`config.mk`:
```
export PLATFORM = sky130hd
export DESIGN_NAME = apple_gen
export DESIGN_NICKNAME = d
export VERILOG_FILES = /design/src/rtl/apple_gen.sv
export SDC_FILE = /design/constraint.sdc
export NUM_CORES = 1
export LEC_CHECK = 0
export ABC_AREA = 1
export BUFFER_PORTS_ARGS = -buffer_cell sky130_fd_sc_hd__clkbuf_2
export CAP_MARGIN = 10
export CORE_ASPECT_RATIO = 0.75
export CORE_UTILIZATION = 49
export CTS_CLUSTER_SIZE = 40
export DETAILED_ROUTE_END_ITERATION = 6
export PLACE_DENSITY = 0.74
export SYNTH_ARGS = -nofsm -noshare
export SYNTH_HDL_FRONTEND = slang
export SYNTH_SLANG_ARGS = --single-unit
```
`constraint.sdc`:
```
create_clock -name clk -period 1.3 [get_ports clk]
set_clock_uncertainty 0.05 [all_clocks]
set_input_delay 0.13 -clock clk [delete_from_list [all_inputs] [get_ports clk]]
set_output_delay 0.13 -clock clk [all_outputs]
set_load 0.02 [all_outputs]
```
`src/rtl/apple_gen.sv`:
```
// apple_gen: holds the snake-game apple position, detects the head eating it and redraws from an LFSR.
// Optional idle-apple timeout is enabled by defining APPLE_TIMEOUT_EN.
`timescale 1ns/1ps
module apple_gen #(
    parameter int          GRID_W         = 40,
    parameter int          GRID_H         = 30,
    parameter int          INIT_X         = 24,
    parameter int          INIT_Y         = 10,
    parameter logic [15:0] LFSR_SEED      = 16'hACE1,
    parameter logic [31:0] TIMEOUT_CYCLES = 32'd500_000_000
) (
    input  logic       clk,
    input  logic       rst,
    input  logic [1:0] game_status,
    input  logic [5:0] head_x,
    input  logic [5:0] head_y,
    output logic [5:0] apple_x,
    output logic [5:0] apple_y,
    output logic       apple_valid,
    output logic       add_cube
);

    typedef enum logic [1:0] {S_IDLE, S_WAIT_EAT, S_EAT, S_RELOCATE} state_t;

    localparam logic [1:0] GS_RESTART = 2'b00;
    localparam logic [1:0] GS_PLAY    = 2'b10;
    localparam logic [6:0] GRID_W_L   = 7'(GRID_W);
    localparam logic [6:0] GRID_H_L   = 7'(GRID_H);
    localparam logic [5:0] INIT_X_L   = 6'(INIT_X);
    localparam logic [5:0] INIT_Y_L   = 6'(INIT_Y);

    state_t      state_q, state_d;
    logic [5:0]  apple_x_q, apple_x_d;
    logic [5:0]  apple_y_q, apple_y_d;
    logic [15:0] lfsr_q, lfsr_d;
    logic        apple_valid_q, apple_valid_d;
    logic        add_cube_q, add_cube_d;

    logic        is_play;
    logic        head_hit;
    logic [5:0]  cand_x;
    logic [5:0]  cand_y;
    logic        cand_ok;

`ifdef APPLE_TIMEOUT_EN
    logic [31:0] idle_cnt_q, idle_cnt_d;
    logic        timeout_hit;
`else
    logic        unused_timeout;
    assign unused_timeout = ^TIMEOUT_CYCLES;
`endif

    always_comb begin
        is_play  = (game_status == GS_PLAY);
        head_hit = (head_x == apple_x_q) && (head_y == apple_y_q);
        cand_x   = lfsr_q[5:0];
        cand_y   = lfsr_q[13:8];
        // The head exclusion is what keeps a stale head from re-eating the new apple.
        cand_ok  = ({1'b0, cand_x} < GRID_W_L) && ({1'b0, cand_y} < GRID_H_L) &&
                   !((cand_x == head_x) && (cand_y == head_y));
`ifdef APPLE_TIMEOUT_EN
        timeout_hit = (idle_cnt_q == TIMEOUT_CYCLES - 32'd1);
`endif

        state_d   = state_q;
        apple_x_d = apple_x_q;
        apple_y_d = apple_y_q;
        // Fibonacci LFSR, taps 16,14,13,11, shifting toward bit 0.
        lfsr_d    = {lfsr_q[0] ^ lfsr_q[2] ^ lfsr_q[3] ^ lfsr_q[5], lfsr_q[15:1]};

        case (state_q)
            S_IDLE: begin
                if (is_play) state_d = S_WAIT_EAT;
            end
            S_WAIT_EAT: begin
                if (!is_play)     state_d = S_IDLE;
                else if (head_hit) state_d = S_EAT;
`ifdef APPLE_TIMEOUT_EN
                else if (timeout_hit) state_d = S_RELOCATE;
`endif
            end
            S_EAT: begin
                state_d = S_RELOCATE;
            end
            S_RELOCATE: begin
                if (cand_ok) begin
                    apple_x_d = cand_x;
                    apple_y_d = cand_y;
                    state_d   = is_play ? S_WAIT_EAT : S_IDLE;
                end
            end
            default: state_d = S_IDLE;
        endcase

`ifdef APPLE_TIMEOUT_EN
        idle_cnt_d = (state_q == S_WAIT_EAT) ? idle_cnt_q + 32'd1 : 32'd0;
`endif

        if (game_status == GS_RESTART) begin
            state_d   = S_IDLE;
            apple_x_d = INIT_X_L;
            apple_y_d = INIT_Y_L;
            lfsr_d    = LFSR_SEED;
`ifdef APPLE_TIMEOUT_EN
            idle_cnt_d = 32'd0;
`endif
        end

        // Outputs are registered from the next state so they line up with it.
        apple_valid_d = (state_d == S_IDLE) || (state_d == S_WAIT_EAT);
        add_cube_d    = (state_d == S_EAT);
    end

    always_ff @(posedge clk or negedge rst) begin
        if (!rst) begin
            state_q       <= S_IDLE;
            apple_x_q     <= INIT_X_L;
            apple_y_q     <= INIT_Y_L;
            lfsr_q        <= LFSR_SEED;
            apple_valid_q <= 1'b1;
            add_cube_q    <= 1'b0;
        end else begin
            state_q       <= state_d;
            apple_x_q     <= apple_x_d;
            apple_y_q     <= apple_y_d;
            lfsr_q        <= lfsr_d;
            apple_valid_q <= apple_valid_d;
            add_cube_q    <= add_cube_d;
        end
    end

`ifdef APPLE_TIMEOUT_EN
    always_ff @(posedge clk or negedge rst) begin
        if (!rst) idle_cnt_q <= 32'd0;
        else      idle_cnt_q <= idle_cnt_d;
    end
`endif

    assign apple_x     = apple_x_q;
    assign apple_y     = apple_y_q;
    assign apple_valid = apple_valid_q;
    assign add_cube    = add_cube_q;

endmodule

```
# Word level (Yosys, flattened, before mapping)
# Cells that the tools add are included.
[word_totals]
regBits = 32
inputBits = 16
word_cells = 47
[op_classes]
order_cmp = 2
eq_ne = 10
mux = 14
bitwise = 3
reduce_logical = 12
[ops]
columns = ["cell", "count"]
rows = [
  ["$mux W6", 6],
  ["$eq A6 B6 Y1", 4],
  ["$mux W16", 1],
  ["$mux W2", 5],
  ["$eq A2 B2 Y1 const B", 4],
  ["$pmux W2 S4", 1],
  ["$logic_not A2 Y1", 3],
  ["$lt A6 B5 Y1 const B", 1],
  ["$lt A6 B6 Y1 const B", 1],
  ["$eq A2 B1 Y1 const B", 2],
  ["$logic_and A1 B1 Y1", 4],
  ["$reduce_bool A2 Y1", 2],
  ["$xor A1 B1 Y1", 3],
  ["$reduce_and A2 Y1", 1],
  ["$logic_not A1 Y1", 1],
  ["$logic_or A1 B1 Y1", 1],
  ["$mux W1", 1],
]

# Depth between registers and ports, before layout
# Gate-level depths: netlist (run 1).
[depth]
word_depth = 9
ltp_mapped = 10
depth_no_buf = 10

# Worst setup path before layout (run 1)
# No wires, ideal clock.
[synth_timing]
kind = "register -> register"
from = "register apple_y_q[1], in the netlist apple_y[1]"
to = "register state_q[1]"
t_arrival_ns = 1.255
required_time_ns = 1.179
slack_ns = -0.076
stages_incl_launch_ff = 11
n_path_buf = 0
period_less_slack_ns = 1.376
path_cell_list = "dfstp_2 inv_1 nand2_1 nand2_1 nor2_1 nand2_1 nor2_1 nand3_1 nand2_1 nor2_1 nor2_1"
[synth_between]
elab_chain_len = 6
[synth_lines]
columns = ["item", "line", "rtl"]
rows = [
  ["start: declaration", "34", "logic [5:0] apple_y_q, apple_y_d;"],
  ["start signal: assignment", "125", "apple_y_q <= apple_y_d;"],
  ["$eq A6 B6 Y1", "55", "head_hit = (head_x == apple_x_q) && (head_y == apple_y_q);"],
  ["$logic_and A1 B1 Y1", "55", ""],
  ["$mux W2", "77", "else if (head_hit) state_d = S_EAT;"],
  ["$mux W2", "76", "if (!is_play) state_d = S_IDLE;"],
  ["$pmux W2 S4", "71", "case (state_q)"],
  ["$mux W2", "99", "if (game_status == GS_RESTART) begin"],
  ["net state_d[1]", "32", "state_t state_q, state_d;"],
  ["end signal: assignment", "123", "state_q <= state_d;"],
  ["end: declaration", "32", ""],
]
# The timed path passes the listed nets, and every way through them passes these cells.
# A chain may end at the register's enable or synchronous reset.

# Worst setup path after layout (run 1)
[layout_timing]
from = "register lfsr_q[10]"
to = "register apple_x_q[4], in the netlist apple_x[4]"
[layout_between]
elab_chain_len = 6
word_cells_on_any_way = 8
classes_between = "1 x order compare; 1 x eq/ne; 6 x reduce/logical"
[layout_lines]
columns = ["item", "line", "rtl"]
rows = [
  ["start: declaration", "35", "logic [15:0] lfsr_q, lfsr_d;"],
  ["start signal: assignment", "126", "lfsr_q <= lfsr_d;"],
  ["branches (longest 3 deep; another with $lt A6 B5 Y1)", "n/a", ""],
  ["$logic_and A1 B1 Y1 (*)", "59", "cand_ok = ({1'b0, cand_x} < GRID_W_L) && ({1'b0, cand_y} < GRID_H_L) &&"],
  ["$reduce_bool A2 Y1 (no source line) (*)", "n/a", ""],
  ["$reduce_and A2 Y1 (no source line) (*)", "n/a", ""],
  ["end signal: assignment", "124", "apple_x_q <= apple_x_d;"],
  ["end: declaration", "33", "logic [5:0] apple_x_q, apple_x_d;"],
]
# Every way passes the cells marked *.

==> results of run 1 <==
## state kept, by name (all words and copies together) (netlist names)
| signal | cells |
|---|---|
| apple_valid | 1 |
| add_cube | 1 |
| lfsr_q | 16 |
| apple_y | 6 |
| state_q | 2 |
| apple_x | 6 |
## metrics by stage
step / TNS, ns / util [%] / cells
final: -4.18 / 69.8 / 332
after global placement: -3.24 / 63.0 / 321
after CTS: -3.40 / 66.4 / 331
after global routing: -4.94 / 69.8 / 332
after detailed placement: -3.85 / 63.0 / 321
after floorplan: -0.708 / - / 229
## synthesized netlist by cell type
master,number
xnor2_1,9
nand3_1,18
nor3_2,1
nor2_4,1
dfrtp_1,19
a21oi_1,4
nand3_2,1
nor2_1,26
nor4_1,1
xor2_1,3
o21ai_0,1
inv_1,32
nand3b_2,1
inv_2,2
buf_6,1
nand2_1,89
or2_2,4
dfstp_2,13
clkbuf_1,3
## area by class of cell
cell class / count / share of cell area (%)
clock buffers: 7 / 3.33
repair buffers: 59 / 17.0
multi-input cells: 159 / 36.1
well taps: 40 / 2.18
clock inverters: 1 / 0.218
flip-flops and latches: 32 / 35.6
inverters: 34 / 5.56
## kinds of logic (layout without fill, tap and decap cells)
| logic type | count (synthesis) | count (layout) | synth area share [%] |
|---|---|---|---|
| buf+inv | 38 | 101 | 8.87 |
| simple gates | 142 | 142 | 35.2 |
| flops | 32 | 32 | 48.3 |
| compound gates | 5 | 5 | 1.48 |
| xor+xnor | 12 | 12 | 6.21 |
## layer usage
metal / global-route usage, % / wire length, um
met4: 9.67 / 26
met2: 36.7 / 1970
met3: 5.14 / 282
met1: 33.6 / 1980
met5: 0 / 0
## worst max-delay path, stage by stage, from the launching register on
cell and delay (ns):
dfstp_2 0.55, xnor2_1 0.12, nand2_1 0.09, nor2_1 0.14
nand3_2 0.15, nand3b_4 0.15, buf_8 0.14, nand3_1 0.08
nand2_1 0.07
## repair_timing
item	4_1_cts	5_1_grt
pin swaps	0	25
endpoints found under the hold margin	19	0
setup buffers	0	1
cloned	1	0
endpoints found under the setup margin	16	17
resized for setup	6	29
hold buffers	1	0
## power by group through the flow
stage	sequential (uW)	clock (uW)	combinational (uW)
2_1_floorplan	1490	0	504
3_3_place_gp	1370	0	1050
3_5_place_dp	1380	0	1070
4_1_cts	1360	756	1110
5_1_grt	1400	795	1340
6_report	1370	740	1220
## path summary, 6_finish.rpt
check,start,to,slack (ns),cells after the start
max,lfsr_q[10],apple_x[4],-0.30,8
min,game_status[0],state_q[0],0.08,4
max reg2reg,lfsr_q[10],apple_x[4],-0.30,8
min reg2reg,lfsr_q[14],lfsr_q[13],0.39,1
max in group asynchronous,rst,apple_x[3],0.52,3
min in group asynchronous,rst,apple_y[0],0.34,3
## cell usage in the layout (no fill, tap or decap), types with 9 or more instances in the layout
master / netlist / final
buf_4: 0 / 27
clkbuf_2: 0 / 28
dfrtp_1: 19 / 19
dfstp_2: 13 / 13
inv_1: 32 / 28
nand2_1: 89 / 84
nand3_1: 18 / 10
nand3_2: 1 / 9
nor2_1: 26 / 21
xnor2_1: 9 / 9
==> impl_results.md, run 1 <==
* Sequential Area at between 800 and 900 um^2
* Logic pwr share at a little over a third
* Hold slack at 0.0819 ns
* Critical path arrival at between 1.5 and 2 ns
* VDD IR max at slightly above 0.8 mV
* Outcome: complete, but fails checks
* Failing checks: negative setup slack
* Synthesized cell area at 1690 um^2
* CTS H-Tree Depth at 2
* HP Class: in -> reg
* Power, Total at roughly 3300 uW
* CTS max path bufs at 2
* Syn Nets at 245
* Final setup fails at 16
* Switching Share at about a third
* TritonCTS clock tree: done
* Number of buffer cells added on primary ports at 29
* # IOs at 30
* Crit-path max FO at 6
* Gr usage total at about 24%
* Setup slack after layout at -0.299 ns
* Placement-stage cell area at 2070 um^2
* Detailed Route WL at ~4.3 mm
* CP Class: reg -> reg
* LEAKAGE at roughly 0.0013 uW
* Fmax at about 630 MHz
* Total congestion overflow at 0
* Clock sinks at 32
* Largest net degree at the start of global routing at 33
* Area Overhead vs Synth at 35.6%
* Critical Path RT at 1.48 ns
* Initial drt markers at around 200
* Fin crit share at 123%
* Synth area leaders: dfrtp_1 (28%), dfstp_2 (20%), nand2_1 (20%)
* Vias at approximately 1600
* Worst-Skew Late Latency at between 0.2 and 0.3 ns
* Die Area at 3700 um^2
* Slew Viols, Final at 0
* Max Cap Violations at 0
* DR vias/cell at ~4.8
* FP Rows at 18
* Avg Cell Area, Syn at ~7.4 um^2
* Pre-CTS WS at -0.273 ns
* Gpl congestion at approximately 0.8
* Mapped Cells at ~230
* Tmin final at approximately 1.6 ns
* Number of iterations in the first detailed-routing pass at 4
* P_sw at 1170 uW
* Sequential cell area fraction in the yosys report at roughly 48%
* Core area at 3290 um^2
* Routed Antenna Nets at 0
* Die Ht at between 50 and 60 um
* Final number of hold-violating endpoints at 0
* Die width at ~70 um
* Root Buffer: clkbuf_8
* Fillcell total at between 200 and 300
* Worst slew margin at between 70% and 80%
* Synthesis-stage register bit count at 32
* Total CTS buffers at 5
* Crit. End Element: register
* CP Launch Type: register
* Internal at 2160 uW
* Vias in the first global route at between 1000 and 1500
* First-pass GRT wire length at approximately 6.6 mm
* Synth area leader: dfrtp_1
* RSZ-0062 raised after global routing: true
* Design area at between 2000 and 2500 um^2
* Yosys warning count at 0
* Clock slew at reported path FFs at approximately 0.070 ns
* Drt drc at 0
* Final HPWL DP at approximately 2.8 mm
* Final Net Count at 307
* Cell Pwr Density at around 1500 nW/um^2
* Antenna fix cells at 0
* Worst-margin pin slew at 0.411 ns
* Initial antenna violation count at 0
* Area occupied by multi-input gates at about 830 um^2
* Layout cells sized above 1 at roughly two fifths
* Sequential fraction of design power at around two fifths
* WL per Instance at approximately 13 um
* Clock Power Share at 22.2%
* Yosys top cell area share at between 20% and 30%
* Synth unique cells at 19
* Starting Density at 51.5%
Note: power is estimated with default switching activity, not from simulation.
==> run 2: changes to the inputs <==
--- a/config.mk
+++ b/config.mk
@@ -13,6 +13,7 @@
 export CTS_CLUSTER_SIZE = 40
 export DETAILED_ROUTE_END_ITERATION = 6
 export PLACE_DENSITY = 0.74
+export SETUP_SLACK_MARGIN = 0.2
 export SYNTH_ARGS = -nofsm -noshare
 export SYNTH_HDL_FRONTEND = slang
 export SYNTH_SLANG_ARGS = --single-unit
==> impl_results.md, run 2 (synthesis gave the netlist of run 1 again) <==
* Starting Density at 51.5% (unchanged)
* FP Rows at 18 (unchanged)
* Final number of hold-violating endpoints at 0 (unchanged)
* Final Net Count at 313 (+2.0%)
* Hold slack at 0.0830 ns (+0.00115 ns)
* Die Area at 3700 um^2 (unchanged)
* Die Ht at 52.9 um (unchanged)
* Worst-margin pin slew at 0.417 ns (+0.00622 ns)
* HP Class: in -> reg
* Vias at 1680 (+6.1%)
* First-pass GRT wire length at 7.11 mm (+8.1%)
* Critical Path RT at 1.45 ns (-0.03 ns)
* Crit. End Element: register
* Final TNS setup at -4.49 ns (-0.315 ns)
* Total CTS buffers at 5 (unchanged)
* Worst slew margin at 72.1% (-0.45 points)
* Outcome: complete, but fails checks
* Area Overhead vs Synth at 46.7%
* Sequential Area at 817 um^2 (unchanged)
* Fillcell total at 214 (-19%)
* Tmin final at 1.62 ns (+0.0205 ns)
* Initial antenna violation count at 0 (unchanged)
* Final HPWL DP at 2.85 mm (+0.21%)
* Setup slack after layout at -0.319 ns (-0.0205 ns)
* Power, Total at 3630 uW (+9.0%)
* DR vias/cell at 4.97 (+4.2%)
* Gpl congestion at 0.787 (+0.79%)
* Register with the most flip-flops: lfsr_q
* CP Class: reg -> reg
* Critical path arrival at 1.77 ns (about the same)
* Fin crit share at 125% (+1.6 points)
* Pre-CTS WS at -0.311 ns (-0.0380 ns)
* Drt drc at 0 (unchanged)
* Failing checks: negative setup slack
* Number of buffer cells added on primary ports at 29 (unchanged)
* Detailed Route WL at 4.60 mm (+7.9%)
* Max Cap Violations at 0 (unchanged)
* LEAKAGE at 0.00133 uW (+5.9%)
* Clock sinks at 32 (unchanged)
* CTS max path bufs at 2 (unchanged)
* Routed Antenna Nets at 0 (unchanged)
* RSZ-0062 raised after global routing: true
* Max reg flops at 16 (unchanged)
* Highest-count cells in the layout ignoring fill and taps: nand2_1 (81), inv_1 (28), buf_4 (24), clkbuf_2 (22)
* Most common cell after layout, fill and taps aside: nand2_1
* Clock slew at reported path FFs at 0.07 ns (about the same)
* TritonCTS clock tree: done
* CTS H-Tree Depth at 2 (unchanged)
* Cell Pwr Density at 1460 nW/um^2 (+0.73%)
* Slew Viols, Final at 0 (unchanged)
* CP Launch Type: register
* Layout cells sized above 1 at 40.9% (+2.9 points)
* Antenna fix cells at 0 (unchanged)
* Final setup fails at 16 (unchanged)
* Root Buffer: clkbuf_8
* Initial drt markers at 187 (-4.1%)
* Gr usage total at 26.0% (+1.9 points)
* Fmax at 618 MHz (-1.3%)
* Total congestion overflow at 0 (unchanged)
* Crit-path max FO at 4 (-2)
* Die width at 69.9 um (unchanged)
* # IOs at 30 (unchanged)
* Worst-Skew Late Latency at 0.28 ns (about the same)
* VDD IR max at 0.936 mV (+15%)
* Core area at 3290 um^2 (unchanged)
* Largest net degree at the start of global routing at 33 (unchanged)
* Number of iterations in the first detailed-routing pass at 4 (unchanged)
* WL per Instance at 13.6 um (+6.0%)
* Area occupied by multi-input gates at 858 um^2 (+3.6%)
* Vias in the first global route at 1565 (+8.5%)
## run 2: changes by cell type in the layout (fill, tap and decap cells not counted), sizes merged
cell / change
clkinv: +1
buf: +12
clkbuf: -7
## run 2: where the power goes
group	leakage [uW]	total, uW	internal [uW]	switching [uW]
Clock	0.0000510	799	422	376
Sequential	0.000383	1400	1250	145
Combinational	0.000893	1440	685	750
## run 2: cell type report
cell class | count | share of cell area [%]
multi-input cells | 159 | 34.6
flip-flops and latches | 32 | 32.9
repair buffers | 65 | 21.7
inverters | 34 | 5.14
clock buffers | 6 | 3.32
well taps | 40 | 2.02
clock inverters | 2 | 0.403
## run 2: worst max-delay path: stages (launching register included)
cell and delay, ns:
dfstp_2 0.56, nand2_1 0.06, nand2_1 0.09, nand2_2 0.08
nor2_4 0.15, nand3_4 0.13, nand2_4 0.10, buf_4 0.11
nand2_1 0.06, a21oi_1 0.14
## run 2: what timing repair did
action,CTS,global route
hold endpoints to repair,19,0
cloned,1,0
setup endpoints to repair,24,24
pin swaps,8,13
resized for setup,36,28
hold buffers,1,0
setup buffers,2,3
## run 2: final timing paths
| check | startpoint | to | slack, ns | depth (start not counted) |
|---|---|---|---|---|
| worst max-delay path | lfsr_q[0] | state_q[0] | -0.32 | 9 |
| worst min-delay path | game_status[0] | state_q[0] | 0.08 | 4 |
| worst max register to register | lfsr_q[0] | state_q[0] | -0.32 | 9 |
| worst min register to register | lfsr_q[14] | lfsr_q[13] | 0.39 | 1 |
| max in group asynchronous | rst | apple_valid | 0.52 | 3 |
| min in group asynchronous | rst | apple_y[2] | 0.35 | 3 |
## run 2: layer usage
metal	wire [um]	GRT usage (%)	up-vias	share of wire, %
met1	2080	34.9	791	45
met2	2180	43.4	65	47
li1	-	-	815	-
met4	72	8.00	0	1.6
met3	268	4.57	9	5.8
met5	0	0	-	0
## run 2: stage by stage
| step | util [%] | std cells | area, um^2 |
|---|---|---|---|
| detailed placement | 63.8 | 323 | 2100 |
| global placement | 63.8 | 323 | 2100 |
| floorplan | - | 229 | 1700 |
| finish | 75.5 | 338 | 2480 |
| global route | 75.5 | 338 | 2480 |
| CTS | 72.0 | 335 | 2370 |
==> run 3: changes to the inputs <==
==> config.mk (replaced) <==
export PLATFORM = sky130hd
export DESIGN_NAME = apple_gen
export DESIGN_NICKNAME = d
export VERILOG_FILES = /design/src/rtl/apple_gen.sv
export SDC_FILE = /design/constraint.sdc
export NUM_CORES = 1
export LEC_CHECK = 0
export CAP_MARGIN = 10
export CORE_ASPECT_RATIO = 0.75
export CORE_UTILIZATION = 53
export CTS_CLUSTER_SIZE = 40
export DETAILED_ROUTE_END_ITERATION = 6
export DONT_BUFFER_PORTS = 1
export PLACE_DENSITY = 0.71
export SETUP_SLACK_MARGIN = 0.2
export SKIP_LAST_GASP = 1
export SYNTH_ARGS = -nofsm -noshare
export SYNTH_HDL_FRONTEND = slang
export SYNTH_SLANG_ARGS = --single-unit
==> impl_results.md, run 3 <==
* Root Buffer: clkbuf_8
* Post-synth EDFFs at 0 (unchanged)
* Sequential cell area fraction in the yosys report at 53.0% (+4.8 points)
* Critical Path RT at 1.46 ns (about the same)
* Final setup fails at 16 (unchanged)
* Tmin final at 1.71 ns (+0.0945 ns)
* Number of iterations in the first detailed-routing pass at 5 (+1)
* Most frequent cell after synthesis: dfrtp_1
* VDD IR max at 0.965 mV (+3.1%)
* Cell Pwr Density at 1510 nW/um^2 (+3.2%)
* Fraction of registers with async set or reset after synthesis at 100% (unchanged)
* Gr usage total at 30.4% (+4.5 points)
* Failing checks: negative setup slack
* Outcome: complete, but fails checks
* Sequential fraction of design power at 42.9% (+4.4 points)
* Crit. End Element: register
* Pre-CTS WS at -0.441 ns (-0.131 ns)
* Antenna fix cells at 0 (unchanged)
* Final number of hold-violating endpoints at 0 (unchanged)
* Total CTS buffers at 5 (unchanged)
* Most common cell after layout, fill and taps aside: buf_4
* Register with the most flip-flops: lfsr_q
* Max Cap Violations at 0 (unchanged)
* Area Overhead vs Synth at 41.8%
* Worst-margin pin slew at 0.349 ns (-0.0679 ns)
* Initial antenna violation count at 0 (unchanged)
* Yosys warning count at 0 (unchanged)
* Post-Layout Cell Count at 223 (-34%)
* Mapped Cells at 145 (-37%)
* Largest net degree at the start of global routing at 33 (unchanged)
* Highest-count cells in the layout ignoring fill and taps: buf_4 (27), dfrtp_1 (19), nand3_1 (14), dfstp_2 (13), xnor2_1 (11)
* Synth unique cells at 28 (+9)
* LEAKAGE at 0.000903 uW (-32%)
* Top cells by count, synth: dfrtp_1 (19), nand3_1 (16), xor2_1 (14), dfstp_2 (13), xnor2_1 (13)
* Starting Density at 57.4% (+5.9 points)
* CTS H-Tree Depth at 2 (unchanged)
* CP Launch Type: register
* Placement-stage cell area at 1810 um^2 (-14%)
* Setup slack after layout at -0.414 ns (-0.0945 ns)
* Routed Antenna Nets at 0 (unchanged)
* Vias at 1349 (-20%)
* Final TNS setup at -5.92 ns (-1.43 ns)
* Total congestion overflow at 0 (unchanged)
* Syn Nets at 161 (-34%)
* Yosys top cell area share at 30.9% (+2.8 points)
* P_sw at 1100 uW (-14%)
* Initial drt markers at 110 (-41%)
* Final core utilization at 81.4% (+5.9 points)
* Critical path arrival at 1.87 ns (+0.10 ns)
* Logic pwr share at 33.3% (-6.2 points)
* Clock sinks at 32 (unchanged)
* # IOs at 30 (unchanged)
* Synth area leaders: dfrtp_1 (31%), dfstp_2 (22%), xor2_1 (8.0%)
* Top_reg_cell synth: dfrtp_1
* Gpl congestion at 0.900 (+14%)
* Die width at 64.2 um (-8.1%)
* Worst-Skew Late Latency at 0.29 ns (about the same)
* RSZ-0062 raised after global routing: true
* TritonCTS clock tree: done
* Die Ht at 48.7 um (-8.0%)
* Placed cell count at 206 (-36%)
* Worst slew margin at 76.7% (+4.6 points)
* WL per Instance at 21.4 um (+57%)
* Internal at 2200 uW (-6.8%)
* Synthesized cell area at 1540 um^2 (-9.0%)
* CP Class: reg -> reg
* HP Class: in -> reg
* FP Rows at 16 (-2)
* Synthesis-stage register bit count at 32 (unchanged)
* Die Area at 3130 um^2 (-15%)
* First-pass GRT wire length at 6.74 mm (-5.1%)
* Slew Viols, Final at 0 (unchanged)
* Core area at 2680 um^2 (-18%)
* CTS max path bufs at 2 (unchanged)
* Final HPWL DP at 2.73 mm (-4.4%)
* Vias in the first global route at 1351 (-14%)
* Fin crit share at 132% (+7.3 points)
* Synth area leader: dfrtp_1
* Avg Cell Area, Syn at 10.6 um^2 (+44%)
* Design area at 2180 um^2 (-12%)
* Switching Share at 33.3% (-1.7 points)
* Detailed Route WL at 4.77 mm (+3.7%)
* Clock slew at reported path FFs at 0.06 ns (about the same)
* Final Net Count at 202 (-35%)
* Clock Power Share at 23.8% (+1.8 points)
* Drt drc at 0 (unchanged)
* Max reg flops at 16 (unchanged)
* Fmax at 583 MHz (-5.5%)
* Crit-path max FO at 8 (+4)
* DR vias/cell at 6.05 (+22%)
* Number of buffer cells added on primary ports at 0 (-100%)
* Layout cells sized above 1 at 47.6% (+6.7 points)
==> run 3: worst paths after layout <==
path,slack [ns],to,startpoint,cells past startpoint
setup / recovery,-0.41,apple_y[1],lfsr_q[11],6
hold / removal,0.04,state_q[0],game_status[0],2
setup reg to reg,-0.41,apple_y[1],lfsr_q[11],6
hold reg to reg,0.39,lfsr_q[13],lfsr_q[14],1
max in group asynchronous,0.71,apple_x[4],rst,2
min in group asynchronous,0.24,apple_x[0],rst,2
==> run 3: power by group through the flow <==
stage / Clock, uW / Sequential (uW) / Combinational (uW)
after floorplan: 0 / 1470 / 412
after global placement: 0 / 1400 / 798
after detailed placement: 0 / 1410 / 824
after CTS: 789 / 1400 / 967
after global routing: 845 / 1430 / 1160
final: 784 / 1410 / 1100
==> run 3: cell families (layout without fill, tap and decap cells) <==
logic type,Yosys count,count (layout),share of synthesized area [%]
AOI/OAI and AO/OA,26,26,9.42
xor gates and xnor gates,27,27,15.4
buffers and inverters,7,49,2.44
DFF,32,32,53.0
and+or+nand+nor,53,53,19.7
==> run 3: routing by layer <==
metal	vias up	GRT usage, %	share of wire, %	routed length (um)
met5	-	0	0	0
li1	571	-	-	-
met2	85	50.4	51	2410
met1	670	37.6	37	1780
met4	0	13.3	3.4	163
met3	23	7.78	8.7	417
==> run 3: repair_timing <==
item	CTS	global route
setup endpoints to repair	21	21
endpoints found under the hold margin	35	0
buffers inserted	2	2
hold buffers	4	0
cloned	1	0
resized for setup	27	17
pin swaps	24	10
==> run 3: cell type report <==
type	count	area [um^2]
tap	36	45.0
multi-input combinational	106	868
fill	147	498
timing repair buffer	40	360
inverter	1	3.75
sequential	32	817
clock buffer	8	90.1
==> run 3: critical path, cell delays in order (launching register included) <==
cell and delay, ns:
dfstp_2 0.55, xor2_1 0.09, nor4_2 0.31, and3_4 0.27, buf_8 0.15, o21ai_1 0.11, nand3_1 0.11
==> run 3: metrics by stage <==
stage	power (uW)	hold slack, ns
floorplan	1880	-0.216
global placement	2190	-0.215
detailed placement	2230	-0.215
CTS	3150	0.00643
global route	3440	0.0160
finish	3300	0.0368
